===== config.mk =====
export PLATFORM = sky130hd
export DESIGN_NAME = thermo_power_ctrl
export DESIGN_NICKNAME = d
export VERILOG_FILES = /design/src/rtl/thermo_pkg.sv /design/src/rtl/dwell_timer.sv /design/src/rtl/thermo_power_ctrl.sv
export SDC_FILE = /design/constraint.sdc
export NUM_CORES = 1
export LEC_CHECK = 0
export ABC_AREA = 1
export CAP_MARGIN = 5
export CORE_ASPECT_RATIO = 0.75
export CORE_MARGIN = 4
export CORE_UTILIZATION = 25
export CTS_CLUSTER_DIAMETER = 100
export DETAILED_ROUTE_END_ITERATION = 10
export GPL_TIMING_DRIVEN = 0
export PLACE_DENSITY_LB_ADDON = 0.08
export SETUP_SLACK_MARGIN = 0.02
export SYNTH_ARGS = -nofsm -noshare
export SYNTH_HDL_FRONTEND = slang
export SYNTH_SLANG_ARGS = --single-unit

===== constraint.sdc =====
create_clock -name clk -period 1.55 [get_ports clk]
set_input_delay 0.155 -clock clk [delete_from_list [all_inputs] [get_ports clk]]
set_output_delay 0.155 -clock clk [all_outputs]
set_load 0.01 [all_outputs]

===== src/rtl/thermo_pkg.sv =====
// thermo_pkg: state encoding and default thresholds shared by the thermostat power controller
package thermo_pkg;
  localparam logic [1:0] S_IDLE  = 2'd0;
  localparam logic [1:0] S_COOL  = 2'd1;
  localparam logic [1:0] S_HEAT  = 2'd2;
  localparam logic [1:0] S_ALARM = 2'd3;
  localparam int DEF_T_W       = 8;
  localparam int DEF_HEAT_ON   = 15;
  localparam int DEF_HEAT_OFF  = 30;
  localparam int DEF_COOL_ON   = 35;
  localparam int DEF_COOL_OFF  = 25;
  localparam int DEF_STEP      = 5;
  localparam int DEF_ALARM_LO  = -10;
  localparam int DEF_ALARM_HI  = 60;
  localparam int DEF_MIN_DWELL = 8;
endpackage


===== src/rtl/dwell_timer.sv =====
// dwell_timer: loadable down-counter; busy while non-zero, clr overrides load
module dwell_timer #(
  parameter int unsigned N = 8
) (
  input  logic clk,
  input  logic rst,
  input  logic load,
  input  logic clr,
  output logic busy
);
  logic [7:0] cnt_q, cnt_d;
  assign busy = |cnt_q;
  always_comb cnt_d = clr ? 8'd0 : load ? 8'(N) : busy ? cnt_q - 8'd1 : cnt_q;
  always_ff @(posedge clk) begin
    if (rst) cnt_q <= '0;
    else cnt_q <= cnt_d;
  end
endmodule


===== src/rtl/thermo_power_ctrl.sv =====
// thermo_power_ctrl: hysteretic heat/cool controller with power levels, dwell and alarm
module thermo_power_ctrl
  import thermo_pkg::*;
#(
  parameter int T_W       = DEF_T_W,
  parameter int HEAT_ON   = DEF_HEAT_ON,
  parameter int HEAT_OFF  = DEF_HEAT_OFF,
  parameter int COOL_ON   = DEF_COOL_ON,
  parameter int COOL_OFF  = DEF_COOL_OFF,
  parameter int STEP      = DEF_STEP,
  parameter int ALARM_LO  = DEF_ALARM_LO,
  parameter int ALARM_HI  = DEF_ALARM_HI,
  parameter int MIN_DWELL = DEF_MIN_DWELL
) (
  input  logic                  clk,
  input  logic                  rst,
  input  logic                  en,
  input  logic                  t_valid,
  input  logic signed [T_W-1:0] T,
  output logic                  heater,
  output logic                  cooler,
  output logic [1:0]            heat_lvl,
  output logic [1:0]            cool_lvl,
  output logic [1:0]            state,
  output logic                  dwell_busy
);
  localparam logic signed [T_W-1:0] H_ON  = T_W'(HEAT_ON);
  localparam logic signed [T_W-1:0] H_OFF = T_W'(HEAT_OFF);
  localparam logic signed [T_W-1:0] C_ON  = T_W'(COOL_ON);
  localparam logic signed [T_W-1:0] C_OFF = T_W'(COOL_OFF);
  localparam logic signed [T_W-1:0] H_L2  = T_W'(HEAT_ON - STEP);
  localparam logic signed [T_W-1:0] H_L3  = T_W'(HEAT_ON - 2 * STEP);
  localparam logic signed [T_W-1:0] C_L2  = T_W'(COOL_ON + STEP);
  localparam logic signed [T_W-1:0] C_L3  = T_W'(COOL_ON + 2 * STEP);
  localparam logic signed [T_W-1:0] A_LO  = T_W'(ALARM_LO);
  localparam logic signed [T_W-1:0] A_HI  = T_W'(ALARM_HI);
  if (!(HEAT_ON < HEAT_OFF && COOL_OFF < COOL_ON && HEAT_ON < COOL_ON &&
        ALARM_LO < HEAT_ON && COOL_ON < ALARM_HI && MIN_DWELL >= 1 && MIN_DWELL <= 255)) begin : g_bad_params
    $error("thermo_power_ctrl: inconsistent threshold parameters");
  end
  logic [1:0] state_q, state_d, nxt, heat_lvl_q, heat_lvl_d, cool_lvl_q, cool_lvl_d;
  logic       heater_q, cooler_q, alarm, busy, load, clr;
  assign alarm = t_valid && (T < A_LO || T > A_HI);
  always_comb begin
    nxt = state_q == S_IDLE ? (T < H_ON ? S_HEAT : T > C_ON ? S_COOL : S_IDLE) :
          state_q == S_HEAT ? (T > H_OFF ? S_IDLE : S_HEAT) :
          state_q == S_COOL ? (T < C_OFF ? S_IDLE : S_COOL) :
          (T >= H_ON && T <= C_ON) ? S_IDLE : S_ALARM;
    clr = !alarm && !en && state_q != S_ALARM;
    state_d = alarm ? S_ALARM :
              !en ? (state_q == S_ALARM ? S_ALARM : S_IDLE) :
              (t_valid && !busy) ? nxt : state_q;
    load = state_d != state_q;
    heat_lvl_d = state_d != S_HEAT ? 2'd0 : !t_valid ? heat_lvl_q :
                 T < H_L3 ? 2'd3 : T < H_L2 ? 2'd2 : 2'd1;
    cool_lvl_d = state_d != S_COOL ? 2'd0 : !t_valid ? cool_lvl_q :
                 T > C_L3 ? 2'd3 : T > C_L2 ? 2'd2 : 2'd1;
  end
  always_ff @(posedge clk) begin
    if (rst) begin
      state_q    <= S_IDLE;
      heater_q   <= 1'b0;
      cooler_q   <= 1'b0;
      heat_lvl_q <= 2'd0;
      cool_lvl_q <= 2'd0;
    end else begin
      state_q    <= state_d;
      heater_q   <= state_d == S_HEAT;
      cooler_q   <= state_d == S_COOL;
      heat_lvl_q <= heat_lvl_d;
      cool_lvl_q <= cool_lvl_d;
    end
  end
  dwell_timer #(.N(MIN_DWELL)) u_dwell (
    .clk (clk),
    .rst (rst),
    .load(load),
    .clr (clr),
    .busy(busy)
  );
  assign state      = state_q;
  assign heater     = heater_q;
  assign cooler     = cooler_q;
  assign heat_lvl   = heat_lvl_q;
  assign cool_lvl   = cool_lvl_q;
  assign dwell_busy = busy;
endmodule


After elaboration in Yosys (flattened, before gate mapping) --
Cells that the tools add are included.
Word-level totals: input port bits 12, output and inout port bits 9, logic and storage cells 63, flip-flop bits (word level) 16
Operators by class: $add $sub $neg 1, muxes and demuxes 18, reductions and logical operators 16, magnitude comparators 12, equality and inequality tests 9
Operators with widths (count):
- 8-bit by 7-bit greater-than comparator with 1-bit output (second input constant) | 4
- 2-bit two-way mux | 14
- 8-bit by 5-bit less-than comparator with 1-bit output (second input constant) | 3
- 8-bit by 5-bit greater-or-equal comparator with 1-bit output (second input constant) | 1
- 8-bit by 6-bit greater-than comparator with 1-bit output (second input constant) | 1
- 8-bit by 7-bit less-or-equal comparator with 1-bit output (second input constant) | 1
- 8-bit by 4-bit less-than comparator with 1-bit output (second input constant) | 1
- 8-bit by 6-bit less-than comparator with 1-bit output (second input constant) | 1
- 4-bit two-way mux | 2
- 8-bit OR reduction | 1
- 8-bit by 1-bit subtractor with 8-bit output (second input constant) | 1
- 2-bit == test (second input constant) | 3
- 2-bit OR reduction | 3
- 1-bit logical AND | 5
- 2-bit by 1-bit == test with 1-bit output (second input constant) | 2
- 2-bit inequality test (second input constant) | 2
- 1-bit logical NOT | 3
- 3-bit OR reduction | 1
- 2-bit logical NOT | 1
- 1-bit two-way mux | 2
- 2-bit by 1-bit inequality test with 1-bit output (second input constant) | 1
- 2-bit inequality test | 1
- 2-bit nonzero test | 1
- 1-bit logical OR | 1

Logic depth before layout (Yosys ltp) --
word-level depth 11, mapped depth 16, depth with buffers taken out 16

Cells and area by module --
Synthesis repeated with hierarchy kept, for this count alone.
Second synthesis, totals: cells, all modules 177, area, all modules 1121.1 um^2
By module, submodules not included:
- thermo_power_ctrl | cells an instance 120, sequential area each 160.2 um^2, area an instance 696.9 um^2, instances 1
- dwell_timer | cells an instance 57, sequential area each 160.2 um^2, area an instance 424.2 um^2, instances 1

Worst setup path before layout --
No wires, ideal clock.
kind register to register, from register u_dwell.cnt_q[0], to register u_dwell.cnt_q[0], buffers on the path 0, required time 1.485 ns, data arrival time 1.544 ns, path slack -0.058 ns, period minus slack after synthesis 1.608 ns, cell stages (with the launch flop) 13, library setup time 0.065 ns, cells stage by stage dfxtp_1 > inv_1 > ha_1 > nand2_2 > nor3_4 > inv_2 > a21oi_2 > nand2_1 > nand2_2 > nand2_1 > nand2_2 > nand3_4 > nor2_2
On the way: longest elaborated chain between the ends 8, elaborated cells between the ends (all ways) 9, classes of those cells 1 x add/sub; 1 x eq/ne; 3 x mux; 4 x reduce/logical
RTL lines:
- start: declaration | line dwell_timer.sv:11 | logic [7:0] cnt_q, cnt_d;
- start signal: assignment | line dwell_timer.sv:16 | else cnt_q <= cnt_d;
- 8-bit OR reduction | line dwell_timer.sv:12 | assign busy = |cnt_q;
- 1-bit logical NOT | line thermo_power_ctrl.sv:52 | (t_valid && !busy) ? nxt : state_q;
- 1-bit logical AND | line thermo_power_ctrl.sv:52
- 2-bit two-way mux | line thermo_power_ctrl.sv:52
- 2-bit two-way mux | line thermo_power_ctrl.sv:51 | !en ? (state_q == S_ALARM ? S_ALARM : S_IDLE) :
- 2-bit two-way mux | line thermo_power_ctrl.sv:50 | state_d = alarm ? S_ALARM :
- 2-bit inequality test | line thermo_power_ctrl.sv:53 | load = state_d != state_q;
- 3-bit OR reduction (no source line)
Parallel ways exist; a longest one is shown, timed or not. A chain may end at the register's enable or synchronous reset.

Final worst setup path --
from register u_dwell.cnt_q[6], to register u_dwell.cnt_q[2]
On the way: longest elaborated chain between the ends 8
RTL lines (line):
- 8-bit OR reduction * | dwell_timer.sv:12
- 1-bit logical NOT | thermo_power_ctrl.sv:52
- 1-bit logical AND | thermo_power_ctrl.sv:52
- 2-bit two-way mux | thermo_power_ctrl.sv:52
- 2-bit two-way mux | thermo_power_ctrl.sv:51
- 2-bit two-way mux | thermo_power_ctrl.sv:50
- 2-bit inequality test | thermo_power_ctrl.sv:53
- 3-bit OR reduction (no source line)
Mark *: on every way between the ends. The rest lies on a longest branch, timed or not.

==> results.sh <==
export IMPL_post_route_util=0.400
export IMPL_overflow=0
export IMPL_post_route_period_util=1.10
export IMPL_dpl_hpwl_mm=2.33
export IMPL_drt_iter0_drc=53
export IMPL_vias=1168
export IMPL_die_area_sq_um=5520
export IMPL_n_antenna_cell=0
export IMPL_crit_fanout=7
export IMPL_synth_distinct_cells=28
export IMPL_slew_headroom=0.757
export IMPL_maxCapViolations=0
export IMPL_cellLeakagePower_uw=0.000762
export IMPL_place_port_buffers=20
export IMPL_final_cells=267
export IMPL_num_nets_final=226
export IMPL_met3_usage=0.0414
export IMPL_power_density_nw_per_um2=869
export IMPL_grt_max_degree=10
export IMPL_routed_via_density=4.37
export IMPL_setup_tns_ns=-2.08
export IMPL_crit_family="simple AND/OR/NAND/NOR gates"
export IMPL_critical_path_required_ns=1.74
export IMPL_clk_latency_ns=0.25
export IMPL_die_w_um=84.5
export IMPL_ant_nets=0
export IMPL_critPathSlowestCell="dfxtp_2"
export IMPL_endpoint_kind="register"
export IMPL_avgSynthCellArea_sq_um=6.42
export IMPL_violations="negative setup slack"
export IMPL_final_area_sq_um=1660
export IMPL_use_met1=0.160
export IMPL_core_sq_um=4150
export IMPL_fp_row_count=20
export IMPL_wire_per_inst_um=11.2
export IMPL_crit_type="register to register"
export IMPL_worstMarginPinSlew_ns=0.359
export IMPL_irDropWorstVdd_mv=0.462
export IMPL_cts_tree="done"
export IMPL_yosys_top_cells_area="dfxtp_1 (29%), nand2_1 (14%), inv_1 (8.2%)"
export IMPL_ys_ff_latch=16
export IMPL_htreeDepth=1
export IMPL_r2r_cells=11
export IMPL_syn_area_sq_um=1100
export IMPL_cp_depth=11
export IMPL_crit_buf_inv=1
export IMPL_rsz0062_at_grt="true"
export IMPL_drive_gt1_frac=0.363
export IMPL_die_y_um=65.4
export IMPL_period_needed_ns=1.71
export IMPL_cts_root_buffer="clkbuf_8"
export IMPL_yosys_warnings=0
export IMPL_start_kind="register"
export IMPL_hold_viol_final=0
export IMPL_finalWeightedCongestion=0.876
export IMPL_clkSlewWorstSetupHoldPaths_ns=0.06
export IMPL_p_total_uw=1440
export IMPL_place_inst=246
export IMPL_ios=21
export IMPL_clk_path_buf_depth=2
export IMPL_routed_wl_mm=3.00
export IMPL_grt_pass1_vias=1022
export IMPL_antenna_found_initial=0
export IMPL_use_met2=0.155
export IMPL_grt_pass1_wl_mm=4.83
export IMPL_place_area_sq_um=1390
export IMPL_critPathMaxStageDelay_ns=0.33
export IMPL_setup_viol=15
export IMPL_cts_buffers=3
export IMPL_route_detailed_drc=0
export IMPL_clock_sinks=16
export IMPL_whs_path_depth=3
export IMPL_max_freq_mhz=584
export IMPL_drv_slew=0
export IMPL_status="finished, violations left"
export IMPL_firstDrtPassIters=4
export IMPL_hold_class="primary input to register"
export IMPL_synth_top_area_share=0.292
export IMPL_yosysSeqAreaShare=0.292
export IMPL_grt_usage=0.111
export IMPL_area_delta_synth_final_pct=51.5
export IMPL_synth_nets=184
export IMPL_netlist_instances=171
export IMPL_skew_ns=0.00281
export IMPL_initial_utilization=0.264
export IMPL_synth_top_area_cell="dfxtp_1"
export IMPL_cts_hold_buf=0
export IMPL_grt_busiest_layer="met1"
export IMPL_final_setup_worst_slack_ns=-0.163
export IMPL_cp_arrival_ns=1.90
export IMPL_worstPathCellList="nor2_2 > nand3_2 > nor3_4 > inv_2 > a21oi_2 > nand2_1 > nand2_2 > nand2_1 > nand2_2 > nand3_4 > nor2_2"
==> tightest hold or removal path: stages <==
cell	delay [ns]
dlygate4sd2_1	0.32
nand2_1	0.12
a211oi_2	0.06
==> metal layers <==
metal | up-vias | wire length (um) | part of all wire
li1 | 621 | - | -
met1 | 528 | 1590 | 0.53
met2 | 17 | 1220 | 0.41
met3 | 2 | 177 | 0.059
met4 | 0 | 19 | 0.0063
met5 | - | 0 | 0
==> area by class of cell <==
class | instances | area (sq um)
clock buffer | 4 | 55.1
fill | 472 | 2490
inverter | 30 | 115
multi-input combinational | 125 | 772
sequential | 16 | 327
tap | 55 | 68.8
timing repair buffer | 37 | 325
==> path summary, 6_finish.rpt <==
path                    start          endpoint  slack (ns)
max          u_dwell.cnt_q[6]  u_dwell.cnt_q[2]       -0.16
min                   t_valid       cool_lvl[1]        0.45
max reg2reg  u_dwell.cnt_q[6]  u_dwell.cnt_q[2]       -0.16
min reg2reg       cool_lvl[1]       cool_lvl[1]        0.49
==> sequential cells by signal (all words and copies together), names as in the netlist <==
register       flops
heater             1
cooler             1
state              2
heat_lvl           2
cool_lvl           2
u_dwell.cnt_q      8
==> layout by cell type (no fill, tap or decap), types with 2 or more instances in the layout <==
master           Yosys  final
clkdlybuf4s50_1      0     10
dlygate4sd2_1        0      9
nor2_2               9     10
dfxtp_2              0      5
nand2_1             41     38
xnor2_1              2      2
nor3_1               3      2
clkbuf_8             0      4
o21ai_0              6      6
inv_1               24     17
dfxtp_1             16     11
o21ai_2              0      2
nand2_2              6      5
nand2_4              1      5
inv_2                5     11
buf_4                0     15
nor2_1              19     16
nor2_4               1      3
nand3_1             11      8
buf_6                0      3
a21oi_1              9      8
nand3_2              0      3
a21oi_2              2      3
xor2_1               2      2
nor3_4               2      2
==> synth_stat cells <==
| cell | number |
|---|---|
| a211oi_1 | 1 |
| a21boi_0 | 1 |
| a21oi_1 | 9 |
| a21oi_2 | 2 |
| clkinv_1 | 1 |
| dfxtp_1 | 16 |
| ha_1 | 1 |
| inv_1 | 24 |
| inv_2 | 5 |
| nand2_1 | 41 |
| nand2_2 | 6 |
| nand2_4 | 1 |
| nand3_1 | 11 |
| nand3_4 | 1 |
| nor2_1 | 19 |
| nor2_2 | 9 |
| nor2_4 | 1 |
| nor3_1 | 3 |
| nor3_4 | 2 |
| o211ai_1 | 1 |
| o21ai_0 | 6 |
| o21ai_1 | 2 |
| o21bai_1 | 1 |
| o22ai_1 | 1 |
| o31ai_1 | 1 |
| o41ai_1 | 1 |
| xnor2_1 | 2 |
| xor2_1 | 2 |
==> metrics by stage <==
step	setup slack (ns)	hold slack, ns
after floorplan	-0.0293	0.227
after global placement	-0.557	0.480
after detailed placement	-0.575	0.483
after CTS	-0.147	0.439
after global routing	-0.354	0.465
final	-0.163	0.447
==> power by group <==
group	internal [uW]	total [uW]	switching (uW)
logic	281	614	333
clock network	225	365	140
registers	440	466	26.1
==> logic make-up after synthesis <==
logic type	share of synthesized area
AOI/OAI and AO/OA	0.141
xor gates and xnor gates	0.0319
adders and majority gates	0.0114
buffers and inverters	0.103
DFF	0.292
and+or+nand+nor	0.421
==> repair_timing <==
item | CTS | global route
hold endpoints to repair | 0 | 0
setup endpoints to repair | 17 | 18
pin swaps | 15 | 6
gates cloned | 0 | 0
setup buffers | 10 | 7
gates resized for setup | 37 | 9
Note: power is estimated with default switching activity, not from simulation.
